[src/rtl/writeback_unit.sv]
// Purpose : WB stage of the integer pipeline. Registers the MEM-stage result,
//           formats load data, and arbitrates the single register-file write
//           port between the in-order pipeline and a long-latency unit.
// Latency : 1 cycle from grant to wr_en/wr_addr/wr_data (all registered).
// Backpr. : pipeline wins by default; a long-latency request starved for
//           STARVE_LIMIT cycles forces pipe_stall and takes the port.
// Ports   : clk/rst (async active-high); mem_* MEM-stage inputs; ll_valid/
//           ll_ready handshake with ll_rd_addr/ll_data; pipe_stall to the
//           pipeline; wr_en/wr_addr/wr_data to the register-file write port.
module writeback_unit #(
  parameter int unsigned STARVE_LIMIT = 4,
  parameter int unsigned CNT_W        = 4
) (
  input  logic        clk,
  input  logic        rst,
  input  logic        mem_valid,
  input  logic        mem_reg_wr,
  input  logic [4:0]  mem_rd_addr,
  input  logic [1:0]  mem_wb_sel,
  input  logic [31:0] mem_alu_result,
  input  logic [31:0] mem_load_data,
  input  logic [2:0]  mem_funct3,
  input  logic [31:0] mem_pc_plus4,
  input  logic        ll_valid,
  input  logic [4:0]  ll_rd_addr,
  input  logic [31:0] ll_data,
  output logic        ll_ready,
  output logic        pipe_stall,
  output logic        wr_en,
  output logic [4:0]  wr_addr,
  output logic [31:0] wr_data
);

  localparam logic [CNT_W-1:0] LIMIT = CNT_W'(STARVE_LIMIT);

  logic [CNT_W-1:0] cnt_q, cnt_d;
  logic             wr_en_q, wr_en_d;
  logic [4:0]       wr_addr_q, wr_addr_d;
  logic [31:0]      wr_data_q, wr_data_d;

  logic             pipe_req;
  logic             force_ll;
  logic             ll_grant;
  logic [7:0]       ld_byte;
  logic [15:0]      ld_half;
  logic [31:0]      ld_fmt;
  logic [31:0]      pipe_wdata;

  // Writes to x0 never need the port, so they never compete with the ll unit.
  assign pipe_req = mem_valid & mem_reg_wr & (mem_rd_addr != 5'd0);
  assign force_ll = ll_valid & (cnt_q == LIMIT);

  // Both handshake outputs are gated by rst so a pending request is dropped
  // rather than accepted while the write registers are held cleared.
  assign ll_grant   = ~rst & ll_valid & (force_ll | ~pipe_req);
  assign ll_ready   = ll_grant;
  assign pipe_stall = ~rst & force_ll;

  // Load lane extraction: byte lane from address[1:0], half lane from address[1].
  always_comb begin
    ld_byte = mem_load_data[7:0];
    case (mem_alu_result[1:0])
      2'd0:    ld_byte = mem_load_data[7:0];
      2'd1:    ld_byte = mem_load_data[15:8];
      2'd2:    ld_byte = mem_load_data[23:16];
      default: ld_byte = mem_load_data[31:24];
    endcase
    ld_half = mem_alu_result[1] ? mem_load_data[31:16] : mem_load_data[15:0];
  end

  always_comb begin
    ld_fmt = mem_load_data;
    case (mem_funct3)
      3'b000:  ld_fmt = {{24{ld_byte[7]}}, ld_byte};
      3'b001:  ld_fmt = {{16{ld_half[15]}}, ld_half};
      3'b010:  ld_fmt = mem_load_data;
      3'b100:  ld_fmt = {24'd0, ld_byte};
      3'b101:  ld_fmt = {16'd0, ld_half};
      default: ld_fmt = mem_load_data;
    endcase
  end

  always_comb begin
    pipe_wdata = mem_alu_result;
    case (mem_wb_sel)
      2'b01:   pipe_wdata = ld_fmt;
      2'b10:   pipe_wdata = mem_pc_plus4;
      default: pipe_wdata = mem_alu_result;
    endcase
  end

  // Next-state for the write port. Address/data only move when a write is
  // actually issued; an ll grant to x0 is consumed but leaves them untouched.
  always_comb begin
    wr_en_d   = 1'b0;
    wr_addr_d = wr_addr_q;
    wr_data_d = wr_data_q;
    if (ll_grant) begin
      if (ll_rd_addr != 5'd0) begin
        wr_en_d   = 1'b1;
        wr_addr_d = ll_rd_addr;
        wr_data_d = ll_data;
      end
    end else if (pipe_req) begin
      wr_en_d   = 1'b1;
      wr_addr_d = mem_rd_addr;
      wr_data_d = pipe_wdata;
    end
  end

  // Starvation counter: counts refused ll cycles, saturates, and clears on a
  // transfer or when the ll source withdraws.
  always_comb begin
    cnt_d = '0;
    if (ll_valid && !ll_grant) begin
      cnt_d = (cnt_q == LIMIT) ? cnt_q : cnt_q + 1'b1;
    end
  end

  always_ff @(posedge clk or posedge rst) begin
    if (rst) begin
      cnt_q     <= '0;
      wr_en_q   <= 1'b0;
      wr_addr_q <= 5'd0;
      wr_data_q <= 32'd0;
    end else begin
      cnt_q     <= cnt_d;
      wr_en_q   <= wr_en_d;
      wr_addr_q <= wr_addr_d;
      wr_data_q <= wr_data_d;
    end
  end

  assign wr_en   = wr_en_q;
  assign wr_addr = wr_addr_q;
  assign wr_data = wr_data_q;

endmodule

[config.mk]
export PLATFORM = sky130hd
export DESIGN_NAME = writeback_unit
export DESIGN_NICKNAME = d
export VERILOG_FILES = /design/src/rtl/writeback_unit.sv
export SDC_FILE = /design/constraint.sdc
export NUM_CORES = 1
export LEC_CHECK = 0
export CORE_MARGIN = 2
export CORE_UTILIZATION = 38
export DETAILED_ROUTE_END_ITERATION = 12
export HOLD_SLACK_MARGIN = 0.12
export PLACE_DENSITY = 0.83
export SLEW_MARGIN = 40
export SYNTH_ARGS = -nofsm -noshare
export SYNTH_HDL_FRONTEND = slang
export SYNTH_SLANG_ARGS = --single-unit
[constraint.sdc]
create_clock -name clk -period 2.8 [get_ports clk]
set_clock_uncertainty 0.1 [all_clocks]
set_input_delay 0.28 -clock clk [delete_from_list [all_inputs] [get_ports clk]]
set_output_delay 0.28 -clock clk [all_outputs]
set_load 0.02 [all_outputs]
==> results of run 1 <==
==> path summary, 6_finish.rpt <==
| path | start | endpoint | slack (ns) | cells past startpoint |
|---|---|---|---|---|
| min | wr_data[14]$_DFFE_PP0P_ | wr_data[14]$_DFFE_PP0P_ | 0.39 | 2 |
| max in group asynchronous | rst | wr_data[27]$_DFFE_PP0P_ | 1.77 | 3 |
| max | mem_rd_addr[2] | ll_ready | 0.11 | 6 |
| min in group asynchronous | rst | cnt_q[2]$_DFFE_PP0P_ | 0.44 | 3 |
| min reg2reg | wr_data[14]$_DFFE_PP0P_ | wr_data[14]$_DFFE_PP0P_ | 0.39 | 2 |
| max reg2reg | cnt_q[0]$_DFFE_PP0P_ | wr_data[7]$_DFFE_PP0P_ | 0.22 | 9 |
==> cells in the mapped netlist, types with 2 or more instances <==
library cell,n,area [sq um]
or3_1,2,12.5
ha_1,4,50.1
a211o_1,2,17.5
a31oi_1,7,43.8
buf_4,3,22.5
nor2b_1,9,56.3
buf_2,6,30.0
clkbuf_1,19,71.3
inv_1,11,41.3
o311ai_1,10,87.6
or4_1,2,15.0
nand3b_1,2,15.0
a221oi_1,19,166
buf_6,2,22.5
o2111ai_1,6,52.6
nand2_1,54,203
a21boi_0,3,22.5
nor3_1,2,10.0
o21ai_0,27,135
nor3b_1,2,15.0
nand2b_1,19,119
o311ai_0,7,61.3
a21boi_2,2,22.5
nor2_1,35,131
dfrtp_1,42,1050
a22oi_1,8,60.1
a21oi_1,26,130
mux2i_1,19,190
nand3_1,17,85.1
o22ai_1,8,50.1
a311o_1,5,50.1
buf_1,2,7.51
inv_2,2,7.51
==> state kept, by name, indices dropped and copies added (netlist names) <==
register and cells:
wr_data 32, wr_addr 5, cnt_q 4, wr_en 1
==> cell families after synthesis <==
family	synth area share, %
adders and majority gates	1.58
muxes	7.44
AOI/OAI and AO/OA	29.3
DFF	33.2
and+or+nand+nor	21.6
buffers and inverters	6.57
xor gates and xnor gates	0.277
==> stage by stage <==
stage	setup slack, ns	util, %
final	0.111	63.9
after global routing	0.122	63.9
after CTS	0.167	63.9
after detailed placement	0.0966	62.9
after global placement	0.233	62.9
after floorplan	0.736	-
==> power by group through the flow <==
stage / registers (mW) / logic (mW) / clock network (mW)
final: 0.762 / 0.994 / 0.372
after global routing: 0.774 / 1.06 / 0.408
after CTS: 0.761 / 0.987 / 0.377
after detailed placement: 0.774 / 0.982 / 0
after global placement: 0.770 / 0.962 / 0
after floorplan: 0.889 / 0.332 / 0
==> cell type report <==
| class | instances | area (sq um) |
|---|---|---|
| well taps | 105 | 131 |
| repair buffers | 201 | 1980 |
| clock buffers | 5 | 68.8 |
| multi-input cells | 307 | 1910 |
| fillers | 705 | 2940 |
| inverters | 13 | 48.8 |
| flip-flops and latches | 42 | 1050 |
| clock inverters | 2 | 10.0 |
==> routing by layer <==
metal,GRT usage (%),wire length [microns]
met4,7.13,276
met3,3.95,924
met5,0,0
met1,36.1,5320
met2,48.7,6360
==> worst min-delay path, delay by kind of cell (launching register included) <==
kind	cells	cell delay, ns
compound gates	1	0.06
simple gates	1	0.04
flops	1	0.35
==> metrics.txt, run 1 <==
vias=3936; Ports=188; Avg Cell Area, Syn=8.00 sq um; Setup Viol. Count Final=0; clk sinks=42; drt first-iter violations=283; Yosys warnings=0; dominant synthesized flop cell=dfrtp_1; root buffer cell=clkbuf_8; diode count=0; worst-path cell chain=clkdlybuf4s50_1, nor4_1, a211o_1, nand2_2, inv_2, clkdlybuf4s50_1; largest net degree at the start of global routing=43; Rows=33; critical path class=input port to output pin; Post-synth EDFFs=0; post-CTS setup buffers=0; CP required=2.42 ns; vias per inst=5.83; Slowest-stage cell, CP=clkdlybuf4s50_1; final wirelength=12.9 mm; critical path fanouts, max=2; Sw Ratio=35.1%; Critical Path Start Type=input port; Final nets=722; Pleak=2.07 nW; Mapped Nets=547; dpl cell area=0.00512 sq mm; post-CTS sizing=0; placed cell count=668; number of max-cap violations=0; Final Cycle Share=96.0%; Least-Margin Pin Slew=0.856 ns; highest-count cells in the layout ignoring fill and taps=clkdlybuf4s50_1 (187), nand2_1 (54), dfrtp_1 (42); dpl hpwl=10.0 mm; slowest cell delay on critical path=0.65 ns; GRT Total Usage=27.9%; CTS tree=yes; Logic pwr share=46.7%; clock buffer depth=2; DRC=0; Final ANT Viol Nets=0; GP Congestion=0.890; first-pass GRT wire length=19.7 mm; unique cell type count in the Yosys netlist=44; hold_buf cts=0; Core Area=0.00813 sq mm; Pint=1.38 mW; most frequent CP cell=clkdlybuf4s50_1; Post-synth ARST share=100%; Crit path max-delay family=buffers and inverters; #FFs+latches synth=42; Buf+Inv Stages, Crit Path=3; Clock transition at path regs=0.08 ns; clock group share of total power=17.5%; vias in the first global route=3904; Netlist Area Pre-Place=0.00316 sq mm; Design Power=2.13 mW; most common cell after layout, fill and taps aside=clkdlybuf4s50_1; unrepaired setup endpoints after global routing=no; Post-Route Setup TNS=0 ns; part of the Yosys area used for sequential elements=33.2%; fin. max-slew vios=0; initial antenna violation count=0; cts bufs inserted=5; Max Fclk=372 MHz; status=completed; Peak VDD IR=178 uV; height of the die=95.2 microns; final cell count without fillers=675; Pwr per Cell Area=410 mW/mm^2; WP data arrival=2.31 ns; Pre-antenna DRT Iters=5; Sw Pwr=0.747 mW; Final Critical Period=2.69 ns; Clock Latency Late Sink=0.29 ns; port buffer count=187; Area growth syn-to-layout=64.4%; Seq pwr share=35.8%; global route overflow=0; drt wl/cell=19.1 microns; max_slew headroom=42.8%; Design Area, Final=0.00520 sq mm; Chip Width=95.2 microns; Die ar.=0.00907 sq mm; number of H-tree levels=2; Syn Inst Count=395; Worst Setup End Kind=output pin; Hold WS=0.388 ns; worst hold path class=flop to flop; final hold viol count=0; Initial Util=38.9%; layout cells sized above 1=5.09%
Power figures use the tool's default switching activity.
==> inputs of run 2 (changes only) <==
CORE_UTILIZATION = 60   (was 38)
DONT_BUFFER_PORTS = 1   (was unset)
PLACE_DENSITY = 0.78   (was 0.83)
==> metrics.txt, run 2 (synthesis gave the netlist of run 1 again) <==
status=completed; number of H-tree levels=2 (unchanged); critical path class=flop to flop; first-pass GRT wire length=18.9 mm (-4.3%); Pleak=1.59 nW (-23%); Final Critical Period=2.68 ns (-0.0128 ns); setup ws final=0.124 ns (+0.0128 ns); highest-count cells in the layout ignoring fill and taps=dlygate4sd3_1 (55), nand2_1 (53), dfrtp_1 (42); port buffer count=0 (-100%); Pwr per Cell Area=504 mW/mm^2 (+23%); largest net degree at the start of global routing=43 (unchanged); Hold EP=wr_data[6]$_DFFE_PP0P_; WP data arrival=2.76 ns (+0.45 ns); worst hold path class=input port to flop; internal reg-to-reg setup slack=0.12 ns (-0.10 ns); Least-Margin Pin Slew=0.916 ns (+0.0606 ns); Core Util, Final=75.6% (+12 points); Setup Viol. Count Final=0 (unchanged); Clock transition at path regs=0.08 ns (about the same); final cell count without fillers=507 (-25%); CP required=2.88 ns (+0.46 ns); WHS Path Cells=2 (unchanged); pre-CTS setup slack=0.458 ns (+0.361 ns); Final nets=588 (-19%); Ports=188 (unchanged); DRC=0 (unchanged); Max Fclk=374 MHz (+0.48%); final wirelength=12.0 mm (-6.7%); dpl hpwl=8.01 mm (-20%); diode count=0 (unchanged); Final ANT Viol Nets=0 (unchanged); CTS tree=yes; global route overflow=0 (unchanged); fin. max-slew vios=0 (unchanged); Worst Setup End Kind=flop; Clock Latency Late Sink=0.30 ns (about the same); Rows=26 (-21%); clock buffer depth=2 (unchanged); layout cells sized above 1=6.41% (+1.3 points); Initial Util=61.9% (+23 points); Chip Width=76.6 microns (-20%); most common cell after layout, fill and taps aside=dlygate4sd3_1; cts bufs inserted=5 (unchanged); drt wl/cell=23.7 microns (+24%); max FFs per register=32 (unchanged); Reg2Reg Depth=10 (+1); Core Area=0.00511 sq mm (-37%); critical path fanouts, max=26 (+24); GP Congestion=0.900 (+1.1%); Critical Path Start Type=flop; number of max-cap violations=0 (unchanged); Peak VDD IR=256 uV (+44%); FF-to-FF End=wr_data[25]$_DFFE_PP0P_; Die ar.=0.00587 sq mm (-35%); Final Cycle Share=95.6% (-0.46 points); hold wc startpoint=ll_data[6]; Design Power=1.95 mW (-8.6%); root buffer cell=clkbuf_8; vias per inst=7.23 (+24%); height of the die=76.6 microns (-20%); initial antenna violation count=0 (unchanged); Worst R2R Start=cnt_q[0]$_DFFE_PP0P_; max_slew headroom=38.8% (-4.0 points); Area growth syn-to-layout=22.2%; GRT Total Usage=40.9% (+13 points); Pre-antenna DRT Iters=5 (unchanged); vias=3664 (-6.9%); vias in the first global route=3621 (-7.2%); drt first-iter violations=268 (-5.3%); final hold viol count=0 (unchanged); clk sinks=42 (unchanged); placed cell count=441 (-34%)
-- run 2: cell count changes in the layout (fill, tap and decap cells not counted), moves of 2 or more --
cell	change
buf_4	-3
dlygate4sd3_1	+55
clkdlybuf4s50_1	-187
inv_2	-2
clkinv_2	-2
-- run 2: per-stage QoR --
| stage | cell area [sq um] | TNS (ns) | hold slack [ns] |
|---|---|---|---|
| floorplan | 3160 | 0 | 0.312 |
| global placement | 3170 | 0 | 0.247 |
| detailed placement | 3170 | 0 | 0.247 |
| CTS | 3820 | 0 | 0.121 |
| global route | 3860 | -0.0286 | 0.123 |
| finish | 3860 | 0 | 0.120 |
-- run 2: area by class of cell --
type | count | area [sq um]
Clock buffer | 6 | 72.6
Clock inverter | 2 | 37.5
Inverter | 13 | 56.3
Multi-Input combinational cell | 307 | 1910
Sequential cell | 42 | 1050
Timing Repair Buffer | 67 | 644
Fill cell | 409 | 1240
Tap cell | 70 | 87.6
-- run 2: worst max path at each step --
stage	startpoint	end	slack, ns	cells after the start
5_1_grt	cnt_q[0]$_DFFE_PP0P_	wr_data[25]$_DFFE_PP0P_	-0.03	10
2_1_floorplan	cnt_q[0]$_DFFE_PP0P_	wr_data[7]$_DFFE_PP0P_	0.74	8
3_3_place_gp	cnt_q[0]$_DFFE_PP0P_	wr_data[7]$_DFFE_PP0P_	0.56	8
3_5_place_dp	cnt_q[0]$_DFFE_PP0P_	wr_data[2]$_DFFE_PP0P_	0.46	9
6_report	cnt_q[0]$_DFFE_PP0P_	wr_data[25]$_DFFE_PP0P_	0.12	10
4_1_cts	cnt_q[0]$_DFFE_PP0P_	wr_data[18]$_DFFE_PP0P_	0.02	10
-- run 2: per-layer routing --
| metal | up-vias | routed length, microns | track usage, % |
|---|---|---|---|
| li1 | 1545 | - | - |
| met1 | 1737 | 4390 | 51.1 |
| met2 | 316 | 5730 | 64.6 |
| met3 | 66 | 1320 | 12.3 |
| met4 | 0 | 589 | 20.2 |
| met5 | - | 0 | 0 |
-- run 2: what timing repair did --
item                                    4_1_cts  5_1_grt
resized for setup                             0        7
hold endpoints to repair                     78        1
buffers inserted                              0        3
endpoints found under the setup margin        0       17
hold buffers                                 54        1
-- run 2: power breakdown --
group | switching (mW) | internal (mW)
sequential | 0.202 | 0.704
clock | 0.224 | 0.266
combinational | 0.287 | 0.263
total | 0.713 | 1.23
-- run 2: worst max-delay path, cell delays in order (launching register included) --
cell,delay (ns)
dfrtp_1,0.40
inv_1,0.06
ha_1,0.23
and3b_1,0.20
a211o_1,0.32
nand2_2,0.13
inv_6,0.11
buf_6,0.19
nand3_1,0.09
o311ai_1,0.11
dlygate4sd3_1,0.60
==> inputs of run 3 (changes only) <==
CORE_UTILIZATION = 40   (was 60)
PLACE_DENSITY = 0.56   (was 0.78)
==> metrics.txt, run 3 (synthesis gave the netlist of run 1 again) <==
Pleak=1.59 nW (+0.36%); drt first-iter violations=143 (-47%); Chip Width=92.9 microns (+21%); Worst Setup End Kind=flop; Critical Path Start Type=flop; WP data arrival=2.72 ns (-0.04 ns); Die ar.=0.00863 sq mm (+47%); dpl hpwl=8.92 mm (+11%); Final ANT Viol Nets=0 (unchanged); Ports=188 (unchanged); most common cell after layout, fill and taps aside=dlygate4sd3_1; root buffer cell=clkbuf_8; Max Fclk=379 MHz (+1.5%); number of max-cap violations=0 (unchanged); Core Area=0.00769 sq mm (+51%); Slowest-stage cell, CP=dlygate4sd3_1; highest-count cells in the layout ignoring fill and taps=dlygate4sd3_1 (59), nand2_1 (53), dfrtp_1 (42); Met3 Wirelength=1.27 mm (-3.4%); Initial Util=41.1% (-21 points); met2 routed WL=5.50 mm (-4.0%); CP required=2.88 ns (about the same); status=completed; number of H-tree levels=2 (unchanged); Least-Margin Pin Slew=0.702 ns (-0.214 ns); diode count=0 (unchanged); Design Area, Final=0.00391 sq mm (+1.1%); dpl cell area=0.00321 sq mm (+1.5%); Pre-antenna DRT Iters=4 (-1); area of the multi-input gates=0.00191 sq mm (unchanged); slowest cell delay on critical path=0.59 ns (about the same); global route overflow=0 (unchanged); Clock transition at path regs=0.08 ns (about the same); max_slew headroom=52.7% (+14 points); Pwr per Cell Area=476 mW/mm^2 (-5.6%); Final nets=590 (+0.34%); DRC=0 (unchanged); GRT Total Usage=27.2% (-14 points); Area growth syn-to-layout=23.5%; final hold viol count=0 (unchanged); FF+latch area=0.00105 sq mm (unchanged); CTS tree=yes; final wirelength=12.0 mm (about the same); vias=3367 (-8.1%); vias in the first global route=3244 (-10%); drt wl/cell=22.2 microns (-6.2%); Post-Route Setup TNS=0 ns (unchanged); layout cells sized above 1=5.92% (-0.48 points); largest net degree at the start of global routing=43 (unchanged); max FFs per register=32 (unchanged); vias per inst=6.22 (-14%); Design Power=1.86 mW (-4.5%); worst hold path class=input port to flop; clk sinks=42 (unchanged); worst-path cell chain=inv_1, ha_1, and3b_1, a211o_1, nand2_2, inv_4, buf_6, nand3_1, o311ai_0, dlygate4sd3_1; critical path class=flop to flop; unrepaired setup endpoints after global routing=no; initial antenna violation count=0 (unchanged); clock buffer depth=2 (unchanged); Peak VDD IR=180 uV (-30%); GP Congestion=0.829 (-8.0%); Final Cycle Share=94.2% (-1.4 points); Met1 Wirelength=4.94 mm (+13%); fin. max-slew vios=0 (unchanged); Clock Latency Late Sink=0.30 ns (about the same); Final Critical Period=2.64 ns (-0.0390 ns); Setup Viol. Count Final=0 (unchanged); height of the die=92.9 microns (+21%); Rows=32 (+23%); Top Layer Used=met4; cts bufs inserted=5 (unchanged); port buffer count=0 (unchanged); first-pass GRT wire length=18.1 mm (-3.9%); Fill cells=761 (+86%); critical path fanouts, max=20 (-23%)
run 3: final timing paths:
check                                           from                 endpoint  slack, ns  cells past startpoint
worst max-delay path            cnt_q[0]$_DFFE_PP0P_  wr_data[27]$_DFFE_PP0P_       0.16                     10
worst min-delay path                     ll_data[13]  wr_data[13]$_DFFE_PP0P_       0.12                      2
worst max register to register  cnt_q[0]$_DFFE_PP0P_  wr_data[27]$_DFFE_PP0P_       0.16                     10
worst min register to register  cnt_q[0]$_DFFE_PP0P_     cnt_q[0]$_DFFE_PP0P_       0.50                      2
max in group asynchronous                        rst   wr_data[2]$_DFFE_PP0P_       1.70                      3
min in group asynchronous                        rst     cnt_q[3]$_DFFE_PP0P_       0.49                      3
run 3: layout make-up:
class | count | area share [%]
clock buffers | 7 | 2.21
repair buffers | 69 | 17.1
well taps | 102 | 3.27
multi-input cells | 307 | 49.0
clock inverters | 1 | 0.128
inverters | 13 | 1.38
flip-flops and latches | 42 | 26.9
run 3: per-layer routing:
layer / track usage (%) / vias up
met5: 0 / -
met4: 8.95 / 0
met3: 8.38 / 25
met2: 42.7 / 181
met1: 35.7 / 1609
li1: - / 1552
run 3: timing repair:
| item | CTS | global route |
|---|---|---|
| setup buffers | 0 | 0 |
| setup endpoints to repair | 0 | 16 |
| endpoints found under the hold margin | 82 | 0 |
| hold buffers | 59 | 0 |
| resized for setup | 0 | 6 |
run 3: critical path, delay by kind of cell (launching register included):
family,cells,cell delay [ns]
adders and majority gates,1,0.22
and+or+nand+nor,3,0.41
AOI/OAI and AO/OA,2,0.43
DFF,1,0.41
buffers and inverters,4,0.96
run 3: stage by stage:
stage / hold slack [ns] / instances / util [%] / worst slack, ns
finish: 0.121 / 541 / 50.8 / 0.163
global route: 0.138 / 541 / 50.8 / 0.00802
CTS: 0.122 / 541 / 50.7 / 0.0494
detailed placement: 0.257 / 474 / 41.8 / 0.503
global placement: 0.260 / 474 / 41.8 / 0.603
floorplan: 0.312 / 395 / - / 0.736
run 3: power by group:
group          internal [mW]  total [mW]  switching [mW]
logic                  0.263       0.532           0.269
clock network          0.200       0.422           0.222
registers              0.705       0.904           0.200
total                   1.17        1.86           0.691
